### src/rtl/imem_loader.sv
// Boot loader: parses a little-endian word-count header from a byte stream, writes words to imem, holds the core in reset.
// Optional trailing XOR checksum byte when IMEM_LOADER_CHECKSUM_EN is defined.
module imem_loader #(
  parameter int unsigned DEPTH_WORDS = 1024,
  parameter logic [31:0] BASE_ADDR   = 32'h0
) (
  input  logic        clk,
  input  logic        rst,
  input  logic        rx_valid,
  input  logic [7:0]  rx_data,
  output logic        rx_ready,
  input  logic        reload,
  output logic        imem_we,
  output logic [31:0] imem_addr,
  output logic [31:0] imem_wdata,
  output logic        cpu_rst,
  output logic        done,
  output logic        err
);

  // Handshake: a byte transfers on a rising edge where rx_valid && rx_ready;
  // rx_ready is registered and depends only on the loader state.
  localparam logic [31:0] DEPTH_LIM = 32'(DEPTH_WORDS);

  typedef enum logic [2:0] {
    S_HDR   = 3'd0,
    S_DATA  = 3'd1,
    S_FLUSH = 3'd2,
    S_DONE  = 3'd3
`ifdef IMEM_LOADER_CHECKSUM_EN
    , S_CSUM = 3'd4
`endif
  } state_t;

`ifdef IMEM_LOADER_CHECKSUM_EN
  localparam state_t S_AFTER = S_CSUM;
`else
  localparam state_t S_AFTER = S_FLUSH;
`endif

  state_t      state, state_next;
  logic [1:0]  byte_idx;
  logic [23:0] asm_word;
  logic [31:0] n_words;
  logic [31:0] word_cnt;
  logic        accept, grp_full, last_word, do_write, set_err, ready_next;
  logic [31:0] assembled;
`ifdef IMEM_LOADER_CHECKSUM_EN
  logic [7:0]  csum;
`endif

  assign accept    = rx_valid && rx_ready;
  assign grp_full  = accept && (byte_idx == 2'd3);
  assign assembled = {rx_data, asm_word};
  assign last_word = (word_cnt == n_words - 32'd1);
  assign do_write  = (state == S_DATA) && grp_full;
  assign cpu_rst   = !(done && !err);

  always_comb begin
    state_next = state;
    set_err    = 1'b0;
    case (state)
      S_HDR: begin
        if (grp_full) begin
          if (assembled > DEPTH_LIM) begin
            set_err    = 1'b1;
            state_next = S_FLUSH;
          end else if (assembled == 32'd0) begin
            state_next = S_AFTER;
          end else begin
            state_next = S_DATA;
          end
        end
      end
      S_DATA:  if (grp_full && last_word) state_next = S_AFTER;
`ifdef IMEM_LOADER_CHECKSUM_EN
      S_CSUM: begin
        if (accept) begin
          state_next = S_FLUSH;
          set_err    = (rx_data != csum);
        end
      end
`endif
      S_FLUSH: state_next = S_DONE;
      S_DONE:  if (reload) state_next = S_HDR;
      default: state_next = S_HDR;
    endcase
  end

`ifdef IMEM_LOADER_CHECKSUM_EN
  assign ready_next = (state_next == S_HDR) || (state_next == S_DATA) || (state_next == S_CSUM);
`else
  assign ready_next = (state_next == S_HDR) || (state_next == S_DATA);
`endif

  always_ff @(posedge clk or posedge rst) begin
    if (rst) state <= S_HDR;
    else     state <= state_next;
  end

  always_ff @(posedge clk or posedge rst) begin
    if (rst) begin
      rx_ready   <= 1'b0;
      imem_we    <= 1'b0;
      imem_addr  <= BASE_ADDR;
      imem_wdata <= 32'd0;
      done       <= 1'b0;
      err        <= 1'b0;
      byte_idx   <= 2'd0;
      asm_word   <= 24'd0;
      n_words    <= 32'd0;
      word_cnt   <= 32'd0;
`ifdef IMEM_LOADER_CHECKSUM_EN
      csum       <= 8'd0;
`endif
    end else begin
      rx_ready <= ready_next;
      imem_we  <= do_write;
      if (accept) begin
        byte_idx <= byte_idx + 2'd1;
        case (byte_idx)
          2'd0:    asm_word[7:0]   <= rx_data;
          2'd1:    asm_word[15:8]  <= rx_data;
          2'd2:    asm_word[23:16] <= rx_data;
          default: ;
        endcase
      end
      if (state == S_HDR && grp_full) n_words <= assembled;
      if (do_write) begin
        imem_wdata <= assembled;
        imem_addr  <= BASE_ADDR + (word_cnt << 2);
        word_cnt   <= word_cnt + 32'd1;
      end
`ifdef IMEM_LOADER_CHECKSUM_EN
      if (state == S_DATA && accept) csum <= csum ^ rx_data;
`endif
      if (set_err) err <= 1'b1;
      if (state == S_FLUSH) done <= 1'b1;
      // Reload wipes the previous image's bookkeeping so the next header starts clean.
      if (state == S_DONE && reload) begin
        done     <= 1'b0;
        err      <= 1'b0;
        byte_idx <= 2'd0;
        asm_word <= 24'd0;
        n_words  <= 32'd0;
        word_cnt <= 32'd0;
`ifdef IMEM_LOADER_CHECKSUM_EN
        csum     <= 8'd0;
`endif
      end
    end
  end

endmodule

### config.mk
export PLATFORM = sky130hd
export DESIGN_NAME = imem_loader
export DESIGN_NICKNAME = d
export VERILOG_FILES = /design/src/rtl/imem_loader.sv
export SDC_FILE = /design/constraint.sdc
export NUM_CORES = 1
export LEC_CHECK = 0
export CAP_MARGIN = 20
export CORE_AREA = 2 2 123 125
export CTS_BUF_LIST = sky130_fd_sc_hd__clkbuf_8 sky130_fd_sc_hd__clkbuf_16
export CTS_CLUSTER_DIAMETER = 120
export DETAILED_ROUTE_END_ITERATION = 16
export DIE_AREA = 0 0 125 127
export PLACE_DENSITY_LB_ADDON = 0.1
export SLEW_MARGIN = 10
export SYNTH_ARGS = -nofsm -noshare
export SYNTH_HDL_FRONTEND = slang
export SYNTH_SLANG_ARGS = --single-unit
### constraint.sdc
create_clock -name clk -period 6.35 [get_ports clk]
set_input_delay 1.27 -clock clk [delete_from_list [all_inputs] [get_ports clk]]
set_output_delay 1.27 -clock clk [all_outputs]
set_load 0.02 [all_outputs]
# Word-level counts from Yosys, hierarchy flattened
# Index checks and enable logic that the tools add are counted.
# classes
addsub,3
div,0
shifts,0
n_eq_ne,8
reduce_logical,25
mux,24
bitwise_logic,0
multipliers,0
order_cmp,1
# ops
cell,n
$mux 32,4
$mux 24,2
$add 32x1->32 const B,1
$eq 32x32->1,1
$gt 32x11->1 const B,1
$logic_not 32->1,1
$sub 32x1->32 const B,1
$mux 8,3
$reduce_bool 2->1,8
$pmux 3 s4,1
$mux 3,3
$mux 2,4
$logic_and 1x1->1,7
$mux 1,7
$eq 3x1->1 const B,2
$eq 3x2->1 const B,2
$logic_not 3->1,2
$reduce_and 2->1,3
$eq 2x2->1 const B,2
$add 2x1->2 const B,1
$eq 2x1->1 const B,1
$logic_not 1->1,2
$logic_not 2->1,1
$logic_or 1x1->1,1
# totals
inputBits,12
output_inout_bits,69
latch_bits,0
elab_cells,74
register_bits,159
n_memories,0
mem_bits_rw,0
rom_bits,0

# Depth between registers and ports, before layout
# depth
word_depth,7
mapped_depth,11
mapped_depth_nobuf,10

# Worst setup path before layout
# No wires, ideal clock.
# synth_path
path_type,input -> register
startpoint,input rx_valid
endpoint,register rx_ready
path_stages,8
arrival_ps,3322
setup_ps,119
setup_slack_ps,2909
path_cell_list,and2_1 > nand2_1 > or4_1 > or4_1 > nor4_1 > nand4_1 > o41a_1 > o21a_1
# synth_between
elab_chain_len,7
elab_cells_between_ends,9
cone_classes,1 x eq/ne; 3 x mux; 5 x reduce/logical
# synth_rtl
item,line,text
"start, declared",9,"input logic rx_valid,"
$logic_and 1x1->1 (*),52,assign accept = rx_valid && rx_ready;
$logic_and 1x1->1 (*),53,assign grp_full = accept && (byte_idx == 2'd3);
$logic_and 1x1->1,75,S_DATA: if (grp_full && last_word) state_next = S_AFTER;
$mux 3,75,
$pmux 3 s4 (*),62,case (state)
$eq 3x1->1 or $logic_not 3->1 (tied branches),93,assign ready_next = (state_next == S_HDR) || (state_next == S_DATA);
$logic_or 1x1->1 (*),93,
via ready_next,46,"logic accept, grp_full, last_word, do_write, set_err, ready_next;"
"end signal, assigned",117,rx_ready <= ready_next;
"end, declared",11,"output logic rx_ready,"
# Mark *: on every way through the listed nets, which the timed path passes. The rest lies on a longest branch.
# A chain may end at the register's enable or synchronous reset.

# Worst setup path in the final report
# Same ends and word-level chain as after synthesis.

==> results.md <==
Outcome:
- The flow ran to the end, and the final reports show no timing, DRC or antenna violations.

Pwr:
- The internal power of the cells totals between 2 and 3 mW.
- In this run the static leakage power is ~4.1 nW.
- The switching portion of total power is 0.365.
- The analysis attributes to net switching a power of between 1 and 1.5 mW.
- The combinational share of power is 0.326.
- The relative contribution of the clock network to total power is 0.275.
- The share of total power in sequential cells is 0.398.
- IR analysis of the VDD net gives a maximum drop of about 260 uV.
- For this design the ratio of total power to cell area is between 400 and 500 mW/mm^2.

GRT:
- The global routing usage summed across all routing layers is 0.241.
- The number of global-route vias before repair is between 5000 and 6000.
- The largest net degree at the start of global routing is 104.
- The total overflow left after global routing is 0.
- The number of antenna violations at the first check in global routing is 0.
- The first global-routing pass estimated 30700 um of wire.

Logic synthesis:
- The share of the synthesized area in compound gates (AO/OA/AOI/OAI) came to 0.0833.
- The simple-gate portion of the synthesized area is 0.201.
- Of all flip-flops after synthesis, the portion carrying an async set or reset was 1.00.
- The fraction of the mapped netlist area in adder cells is 0.00957.
- The post-synthesis average cell area is between 10 and 15 um^2.
- The dominant combinational cell family by area after synthesis is simple AND/OR/NAND/NOR gates.
- The xor-xnor portion of the synthesized cell area is 0.0748.
- The number of different library cells used by synthesis comes to slightly below 60.
- The synthesized design contains 0 enable-type register cells.
- The fraction of synthesized cell area taken by the top area cell type is 0.507.
- The most common cell in the synthesized netlist is sky130_fd_sc_hd__dfrtp_1.
- The warning count from the yosys run is 0.
- The main flop type after synthesis is sky130_fd_sc_hd__dfrtp_1.
- The sequential cell area fraction in the yosys report is 0.507.
- Sorting the synthesized cells by how often they occur yields sky130_fd_sc_hd__dfrtp_1 (159), sky130_fd_sc_hd__nand2_1 (119), sky130_fd_sc_hd__a21oi_1 (65), sky130_fd_sc_hd__mux2_2 (62), sky130_fd_sc_hd__nor2_1 (50).
- The number of storage elements in the synthesis netlist is roughly 160.
- By area the synthesized netlist is led by sky130_fd_sc_hd__dfrtp_1 (51%), sky130_fd_sc_hd__mux2_2 (8.9%), sky130_fd_sc_hd__nand2_1 (5.7%).
- The instance count of the mapped netlist is around 780.
- The biggest area consumer among synthesized cells is sky130_fd_sc_hd__dfrtp_1.
- The netlist area before placement is 0.00785 mm^2.
- Measured against the total synthesized area, the mux share comes to 0.0941.

Worst setup path:
- At the worst endpoint, the required time is roughly 6.7 ns.
- STA classifies the critical path endpoint as a register.
- The critical path goes through clkdlybuf4s50_1 > and2_1 > buf_4 > nand2_1 > or4_1 > or4_1 > nor4_1 > nand4_1 > o41a_1 > o21a_1.
- On the critical path the largest part of the delay comes from simple AND/OR/NAND/NOR gates.
- The worst setup path is launched from a primary input.
- The worst register-to-register path has a setup slack of ~2.9 ns.
- The worst setup path is of the in -> reg kind.
- Data arrives at the worst endpoint at between 4 and 5 ns.
- In this design, the stage delay of the slowest critical-path cell is around 0.52 ns.
- The number of buffers and inverters on the critical path is 2.
- For this design, the slowest cell found on the critical path is sky130_fd_sc_hd__or4_1.
- The highest fanout seen on the critical path is 30.
- The cell seen most often among critical-path stages is sky130_fd_sc_hd__or4_1.

Die:
- The floorplan row count is 44.
- During I/O placement, the number of pins put on the boundary was slightly above 80.
- The total area inside the core boundary comes to roughly 0.014 mm^2.
- The starting density of the core is 0.544.
- The die covers about 0.016 mm^2.
- Measured along the x axis, the die boundary spans between 100 and 150 um.
- The vertical die dimension is roughly 130 um.

STA:
- Setup repair after global routing left no endpoint under its margin.
- The final number of hold-violating endpoints is 0.
- The count of pins over their slew limit is 0.
- Measured against its own limit, the worst slew margin works out to 0.337.
- The period utilization is 0.638.
- Setup violations remaining at the end of the flow were counted as 0.
- Once routing completed, OpenROAD measured the worst setup slack at roughly 2.3 ns.
- On the final layout, the worst clock skew is between 0.007 and 0.008 ns.
- The top achievable clock speed is approximately 250 MHz.
- At the pin with the least slew margin, the transition time is 0.986 ns.
- The summed negative setup slack over all endpoints is 0 ns.
- The worst path needs between 4 and 5 ns of the cycle, external delays included.

Cells and area:
- The ratio of cells with drive above 1 in the final layout is 0.134.
- The number of filler cells placed in the layout is 1147.
- The final cell count without fillers is roughly 1000.
- The final net count is between 800 and 900.
- The number of antenna diodes in the final layout is 0.
- The area growth from synthesis to layout is 19.6%.

Flow run:
- The tool flagged a number of max-cap violations equal to 0.

Detailed routing:
- Before antenna repair, the detailed router went through 5 iterations.
- Using the TritonRoute via totals, the vias-per-cell ratio works out to ~5.8.
- After the first detailed-routing iteration, the DRC count stood at about 460.
- In this run the remaining antenna-violating nets after routing total 0.
- The via count is about 6100.
- The final wirelength is roughly 19000 um.
- The DRC violation count after routing is 0.
- The final routed wire length divided by cell count is 17.9 um.

Clocking:
- The cell sitting at the root of the clock tree is a sky130_fd_sc_hd__clkbuf_16.
- In this run the number of H-tree levels came out at 4.
- The CTS tree is yes.
- Clock tree synthesis inserted a total of 17 buffers.
- The insertion delay of the later-clocked pin in the worst-skew pair is approximately 0.43 ns.
- After clock tree synthesis, the clock-pin slew on the worst setup and hold paths is approximately 0.06 ns.
- Hold repair after CTS inserted 0 buffers.
- Counting every sink on the clock net gives roughly 160.
- The maximum number of buffers from clock root to sink is 2.
- Post-CTS timing repair inserted 0 buffers for setup.
- The post-cts sizing count is 0.

Placement:
- The count of buffers from port buffering is between 70 and 80.
- The placer congestion estimate is slightly below 0.9.
- Once placement completed, the tool counted placed cells totaling around 1000.
- Detailed placement ended at an HPWL of between 10000 and 15000 um.
- Prior to clock tree synthesis, the placed netlist has a worst setup slack of between 1.5 and 2 ns.

Min path:
- The class of the most critical hold timing path is reg -> reg.
## cell usage in the layout, fill, tap and decap left out, types with 12 or more instances in the layout
| cell | instances |
|---|---|
| sky130_fd_sc_hd__dfrtp_1 | 159 |
| sky130_fd_sc_hd__nand2_1 | 119 |
| sky130_fd_sc_hd__clkdlybuf4s50_1 | 78 |
| sky130_fd_sc_hd__a21oi_1 | 65 |
| sky130_fd_sc_hd__mux2_2 | 62 |
| sky130_fd_sc_hd__nor2_1 | 49 |
| sky130_fd_sc_hd__nand3_1 | 38 |
| sky130_fd_sc_hd__xnor2_1 | 36 |
| sky130_fd_sc_hd__xor2_1 | 31 |
| sky130_fd_sc_hd__nor4_1 | 18 |
| sky130_fd_sc_hd__clkbuf_16 | 17 |
| sky130_fd_sc_hd__o21ai_0 | 14 |
| sky130_fd_sc_hd__nor3_1 | 13 |
| sky130_fd_sc_hd__inv_1 | 12 |
## registers in the layout, summed over array words and instances, names as in the netlist
| signal | count |
|---|---|
| imem_wdata | 32 |
| done | 1 |
| rx_ready | 1 |
| byte_idx | 2 |
| err | 1 |
| imem_we | 1 |
| asm_word | 24 |
| n_words | 32 |
| imem_addr | 30 |
| word_cnt | 32 |
| state | 3 |
## layer usage
layer / global-route usage / vias up / routed length (um)
li1: - / 2873 / -
met1: 0.336 / 3001 / 8610
met2: 0.387 / 184 / 8840
met3: 0.0385 / 30 / 863
met4: 0.0882 / 0 / 340
met5: 0 / - / 0
## kinds of logic after synthesis
kind of cell | Yosys count
fa+ha+maj | 6
buf+inv | 57
xor+xnor | 67
simple gates | 317
other cells | 1
mux | 66
compound gates | 111
flops | 159
## worst paths after layout
check                         startpoint        endpoint  cells past startpoint
setup / recovery                rx_valid        rx_ready                     10
hold / removal             imem_addr[27]   imem_addr[27]                      1
setup reg to reg              n_words[7]        rx_ready                      7
hold reg to reg            imem_addr[27]   imem_addr[27]                      1
max in group asynchronous            rst     word_cnt[6]                      3
min in group asynchronous            rst  imem_wdata[21]                      2
## metrics by stage
stage          power (mW)  area [um^2]  utilization  hold slack, ns
3_5_place_dp         2.87         8730        0.606           0.494
6_report             3.97         9380        0.651           0.503
5_1_grt              4.19         9380        0.651           0.516
4_1_cts              3.98         9370        0.649           0.508
3_3_place_gp         2.83         8730        0.606           0.489
2_1_floorplan        2.41         7850            -           0.486
## cell type report
| type | count | area (um^2) | share of cell area |
|---|---|---|---|
| Multi-Input combinational cell | 570 | 3660 | 0.390 |
| Timing Repair Buffer | 84 | 833 | 0.0888 |
| Clock inverter | 15 | 208 | 0.0221 |
| Sequential cell | 159 | 3980 | 0.424 |
| Inverter | 12 | 50.0 | 0.00533 |
| Clock buffer | 17 | 425 | 0.0453 |
| Tap cell | 184 | 230 | 0.0245 |
## power by group through the flow
stage / clock (mW) / combinational (mW) / sequential [mW]
CTS: 1.11 / 1.30 / 1.57
floorplan: 0 / 0.834 / 1.57
global placement: 0 / 1.26 / 1.57
detailed placement: 0 / 1.28 / 1.59
global route: 1.15 / 1.42 / 1.62
finish: 1.09 / 1.30 / 1.58
Note: power is estimated with default switching activity, not from simulation.
